`src/rtl/counter_ctrl_pkg.sv`:
```
`default_nettype none
// ============================================================================
// Module   : counter_ctrl_pkg
// Brief    : Shared opcode/state types and direction constants for the
//            counter controller.
// Revision : 1.0
// ============================================================================
package counter_ctrl_pkg;

    typedef enum logic [2:0] {
        OP_NOP           = 3'd0,
        OP_START         = 3'd1,
        OP_START_ONESHOT = 3'd2,
        OP_STOP          = 3'd3,
        OP_RESUME        = 3'd4,
        OP_CLEAR         = 3'd5,
        OP_SET_TERM      = 3'd6,
        OP_SET_DIR       = 3'd7
    } opcode_e;

    typedef enum logic [1:0] {
        ST_IDLE  = 2'd0,
        ST_RUN   = 2'd1,
        ST_PAUSE = 2'd2,
        ST_DONE  = 2'd3
    } state_e;

    localparam logic c_DIR_UP   = 1'b0;
    localparam logic c_DIR_DOWN = 1'b1;

endpackage
`default_nettype wire

```
`src/rtl/counter_core.sv`:
```
`default_nettype none
// ============================================================================
// Module   : counter_core
// Brief    : Loadable up/down counter bounded to 0..term, with a
//            combinational terminal-hit flag.
// Revision : 1.0
// ============================================================================
module counter_core
    import counter_ctrl_pkg::*;
#(
    parameter int WIDTH = 8
) (
    input  logic             clk,
    input  logic             rst,
    input  logic             en,
    input  logic             load,
    input  logic [WIDTH-1:0] load_val,
    input  logic             dir,
    input  logic [WIDTH-1:0] term,
    output logic [WIDTH-1:0] count,
    output logic             hit
);

    logic [WIDTH-1:0] r_count;
    logic [WIDTH-1:0] w_next;

    assign count = r_count;
    assign hit   = (dir == c_DIR_DOWN) ? (r_count == '0) : (r_count == term);

    // Wrapping at the terminal point keeps the value inside 0..term.
    always_comb begin
        w_next = r_count;
        if (dir == c_DIR_DOWN)
            w_next = hit ? term : r_count - 1'b1;
        else
            w_next = hit ? '0 : r_count + 1'b1;
    end

    always_ff @(posedge clk or posedge rst) begin
        if (rst)
            r_count <= '0;
        else if (load)
            r_count <= load_val;
        else if (en)
            r_count <= w_next;
    end

endmodule
`default_nettype wire

```
`src/rtl/counter_ctrl.sv`:
```
`default_nettype none
// ============================================================================
// Module   : counter_ctrl
// Brief    : Command-driven controller (FSM, config registers, tc/done)
//            around an 8-bit up/down counter.
// Revision : 1.0
// ============================================================================
module counter_ctrl
    import counter_ctrl_pkg::*;
#(
    parameter int WIDTH      = 8,
    parameter int TERM_RESET = 255
) (
    input  logic             clk,
    input  logic             rst,
    input  logic             tick,
    input  logic             cmd_valid,
    output logic             cmd_ready,
    input  logic [2:0]       cmd_op,
    input  logic [WIDTH-1:0] cmd_data,
    output logic [WIDTH-1:0] count,
    output logic             tc,
    output logic             done,
    output logic             busy
);

    state_e           r_state;
    state_e           w_state_nxt;
    opcode_e          w_op;
    logic [WIDTH-1:0] r_term;
    logic             r_dir;
    logic             r_oneshot;
    logic             r_tc;
    logic             r_done;
    logic             r_busy;
    logic             w_accept;
    logic             w_tick_run;
    logic             w_hit;
    logic             w_en;
    logic             w_load;
    logic [WIDTH-1:0] w_load_val;
    logic [WIDTH-1:0] w_count;

    assign w_op       = opcode_e'(cmd_op);
    assign cmd_ready  = !((r_state == ST_RUN) &&
                          ((w_op == OP_SET_TERM) || (w_op == OP_SET_DIR)));
    assign w_accept   = cmd_valid && cmd_ready;
    // Any accepted command, even a no-op, consumes the cycle's tick.
    assign w_tick_run = !w_accept && (r_state == ST_RUN) && tick;
    assign w_en       = w_tick_run && !(r_oneshot && w_hit);

    assign count = w_count;
    assign tc    = r_tc;
    assign done  = r_done;
    assign busy  = r_busy;

    always_comb begin
        w_load      = 1'b0;
        w_load_val  = '0;
        w_state_nxt = r_state;
        if (w_accept) begin
            case (w_op)
                OP_START, OP_START_ONESHOT: begin
                    w_load      = 1'b1;
                    w_load_val  = (r_dir == c_DIR_DOWN) ? r_term : '0;
                    w_state_nxt = ST_RUN;
                end
                OP_STOP:   if (r_state == ST_RUN)   w_state_nxt = ST_PAUSE;
                OP_RESUME: if (r_state == ST_PAUSE) w_state_nxt = ST_RUN;
                OP_CLEAR: begin
                    w_load      = 1'b1;
                    w_state_nxt = ST_IDLE;
                end
                OP_SET_TERM: begin
                    w_load     = (w_count > cmd_data);
                    w_load_val = cmd_data;
                end
                default: ;
            endcase
        end else if (w_tick_run && r_oneshot && w_hit) begin
            w_state_nxt = ST_DONE;
        end
    end

    always_ff @(posedge clk or posedge rst) begin
        if (rst) begin
            r_state   <= ST_IDLE;
            r_term    <= WIDTH'(TERM_RESET);
            r_dir     <= c_DIR_UP;
            r_oneshot <= 1'b0;
            r_tc      <= 1'b0;
            r_done    <= 1'b0;
            r_busy    <= 1'b0;
        end else begin
            r_state <= w_state_nxt;
            r_busy  <= (w_state_nxt == ST_RUN) || (w_state_nxt == ST_PAUSE);
            r_done  <= (w_state_nxt == ST_DONE);
            r_tc    <= w_tick_run && w_hit;
            if (w_accept) begin
                case (w_op)
                    OP_START:         r_oneshot <= 1'b0;
                    OP_START_ONESHOT: r_oneshot <= 1'b1;
                    OP_SET_TERM:      r_term    <= cmd_data;
                    OP_SET_DIR:       r_dir     <= cmd_data[0];
                    default: ;
                endcase
            end
        end
    end

    counter_core #(
        .WIDTH(WIDTH)
    ) u_core (
        .clk      (clk),
        .rst      (rst),
        .en       (w_en),
        .load     (w_load),
        .load_val (w_load_val),
        .dir      (r_dir),
        .term     (r_term),
        .count    (w_count),
        .hit      (w_hit)
    );

endmodule
`default_nettype wire

```
`config.mk`:
```
export PLATFORM = sky130hd
export DESIGN_NAME = counter_ctrl
export DESIGN_NICKNAME = d
export VERILOG_FILES = /design/src/rtl/counter_ctrl_pkg.sv /design/src/rtl/counter_core.sv /design/src/rtl/counter_ctrl.sv
export SDC_FILE = /design/constraint.sdc
export NUM_CORES = 1
export LEC_CHECK = 0
export CORE_AREA = 2 2 101 74
export CTS_BUF_LIST = sky130_fd_sc_hd__clkbuf_8
export DETAILED_ROUTE_END_ITERATION = 6
export DIE_AREA = 0 0 103 76
export PLACE_DENSITY = 0.59
export SYNTH_ARGS = -nofsm -noshare
export SYNTH_HDL_FRONTEND = slang
export SYNTH_HIERARCHICAL = 1
export SYNTH_SLANG_ARGS = --single-unit
```
`constraint.sdc`:
```
create_clock -name clk -period 2.85 [get_ports clk]
set_input_delay 0.855 -clock clk [delete_from_list [all_inputs] [get_ports clk]]
set_output_delay 0.855 -clock clk [all_outputs]
set_load 0.05 [all_outputs]
```
==> metrics.txt <==
Max Slew Vio Count 0; Final setup viols 0; vias after detailed routing around 1900; H-tree Lvls 1; HP Class flop to flop; main flop type after synthesis dfrtp_1; initial antenna violation count 0; FMAX 354.6 MHz; layout cell share with drive strength beyond 1 0.2873; Hold WS between 0.5 and 0.6 ns; Arr. time, crit path between 2 and 3 ns; Pleak ~1.2 nW; vias in the first global route 1763; Synth warnings 6; CTS tree built; clk_lat worst skew 0.28 ns; Final Cycle Share 0.9896; Area contributors post-synth dfrtp_1, dfstp_2, ha_1; Post-synth EDFFs 0; Cell variety after synth 47; synthesized area per cell 8.618 um^2; Post-DRT Antenna Nets 0; global-route wire length before repair between 9000 and 10000 um; Final Skew 0.006999 ns; CORE AREA ~7000 um^2; Placed Area 2514 um^2; Rows 26; Filler Cells Inserted between 700 and 800; Cells after Synth 231; placed wire-length estimate 4089 um; syn nets 257; cts bufs inserted 3; PwrDens 926.0 nW/um^2; crit path max fanout 6; hold buffer count at CTS 0; drt initial violations roughly 200; CTS clk-pin slew, worst paths 0.09 ns; DR pass1 iterations 4; largest net degree at the start of global routing 17; ys async rst share 1.000; MaxCap Viol Count 0; CP startpoint kind input port; synth-to-layout area growth 33.44%; Antenna diodes 0; top-area cell type share of the netlist area 0.1886; CTS max path bufs 2; most frequent cells in the layout buf_4, clkdlybuf4s50_1, a21oi_1; via-per-instance ratio 5.059; final WL approximately 5600 um; Setup CP Type input port to flop; drt drc 0; root buffer cell clkbuf_8; status finished clean; grt ovf 0; # IOs 27; GR Util All Layers 0.1466; final hold vios 0; Critical Path RT 3.01 ns; post-route cell area 2656 um^2; sequential area share after synthesis 0.2942; Yosys reg bits 23; slew at the pin closest to its max-slew limit 0.8926 ns; max_slew headroom 0.4049; Nets 302; top cell type by total area after synthesis dfrtp_1; most common cell after layout, fill and taps aside buf_4; Mapped Area 1991 um^2; clock period minus worst slack 2.820 ns; die area between 7000 and 8000 um^2; worst vdd ir 429.5 uV; wire per inst 14.92 um; RD Place Congestion 0.8791; Die Wd between 100 and 150 um; initial core utilization 0.2859; input/output buffers 26; CTS Sinks 23; Die H roughly 76 um; Critical Path End Type flop
[cell type report]
type,instances,area (um^2),area share
Tap cell,98,122.6,0.04616
Inverter,18,67.56,0.02544
Timing Repair Buffer,58,528.0,0.1988
Sequential cell,23,585.6,0.2204
Multi-Input combinational cell,172,1304,0.4908
Clock inverter,1,7.507,0.002826
Clock buffer,3,41.29,0.01554
[cell usage after synthesis, drive strengths merged (2+ instances only)]
cell and number:
a211o 2, a21boi 2, a21oi 28, a22o 10
a32oi 2, and2 2, buf 11, clkbuf 7
dfrtp 15, dfstp 8, ha 11, inv 18
mux2 10, nand2 9, nand2b 2, nand3 11
nand3b 2, nand4 2, nor2 18, nor2b 4
nor3 7, nor3b 2, nor4 4, o211ai 4
o21ai 9, or3 4, xnor2 4, xor2 13
[stage by stage]
| step | std cells | power [W] | utilization | setup WS (ns) | setup TNS [ns] |
|---|---|---|---|---|---|
| floorplan | 231 | 0.001709 | - | 0.1592 | 0 |
| global placement | 368 | 0.002142 | 0.3611 | -0.2732 | -1.827 |
| detailed placement | 368 | 0.002149 | 0.3611 | -0.3321 | -2.074 |
| CTS | 372 | 0.002398 | 0.3699 | 0.01452 | 0 |
| global route | 373 | 0.002647 | 0.3816 | -0.03136 | -0.1400 |
| finish | 373 | 0.002460 | 0.3816 | 0.02975 | 0 |
[layer usage]
| layer | GRT usage | share of wire | vias to the layer above |
|---|---|---|---|
| li1 | - | - | 905 |
| met1 | 0.2414 | 0.52 | 901 |
| met2 | 0.1974 | 0.40 | 78 |
| met3 | 0.02752 | 0.081 | 3 |
| met4 | 0.02368 | 0.0029 | 0 |
| met5 | 0 | 0 | - |
[what timing repair did]
action / 4_1_cts / 5_1_grt
endpoints found under the setup margin: 2 / 8
pin swaps: 0 / 5
setup buffers: 0 / 0
gates resized for setup: 3 / 19
gates cloned: 0 / 1
[final timing paths]
check / cells after the start / start / end / slack, ns
setup / recovery: 10 / cmd_data[5] / u_core/count[4]$_DFFE_PP0P_ / 0.03
hold / removal: 2 / r_oneshot$_DFFE_PP0P_ / r_oneshot$_DFFE_PP0P_ / 0.60
setup reg to reg: 12 / u_core/count[0]$_DFFE_PP0P_ / u_core/count[4]$_DFFE_PP0P_ / 0.36
hold reg to reg: 2 / r_oneshot$_DFFE_PP0P_ / r_oneshot$_DFFE_PP0P_ / 0.60
max in group asynchronous: 2 / rst / tc$_DFF_PP0_ / 1.42
min in group asynchronous: 2 / rst / u_core/count[3]$_DFFE_PP0P_ / 0.86
[flip-flops by register name, indices dropped and copies added (netlist names)]
signal        flops
busy              1
done              1
r_dir             1
r_oneshot         1
r_state           2
r_term            8
tc                1
u_core/count      8
[power by group]
group	total, W	switching (W)	internal, W
registers	0.000616	0.000132	0.000484
clock network	0.000219	0.000120	0.0000993
logic	0.00163	0.000968	0.000657
total	0.00246	0.00122	0.00124
[logic make-up after synthesis]
kind of cell / Yosys count / share of synthesized area
flops: 23 / 0.2942
fa+ha+maj: 11 / 0.06914
compound gates: 65 / 0.2143
xor+xnor: 17 / 0.07479
mux: 11 / 0.06537
simple gates: 68 / 0.1904
buf+inv: 36 / 0.09176
[critical path, cell delays in order]
cell             delay [ns]
clkdlybuf4s50_1        0.50
inv_2                  0.05
ha_4                   0.23
a211o_1                0.33
a21oi_2                0.19
nand3_2                0.09
a22o_4                 0.30
nand2b_4               0.19
a21oi_1                0.14
a21oi_1                0.09
No activity file was read; power rests on OpenSTA's default activity.
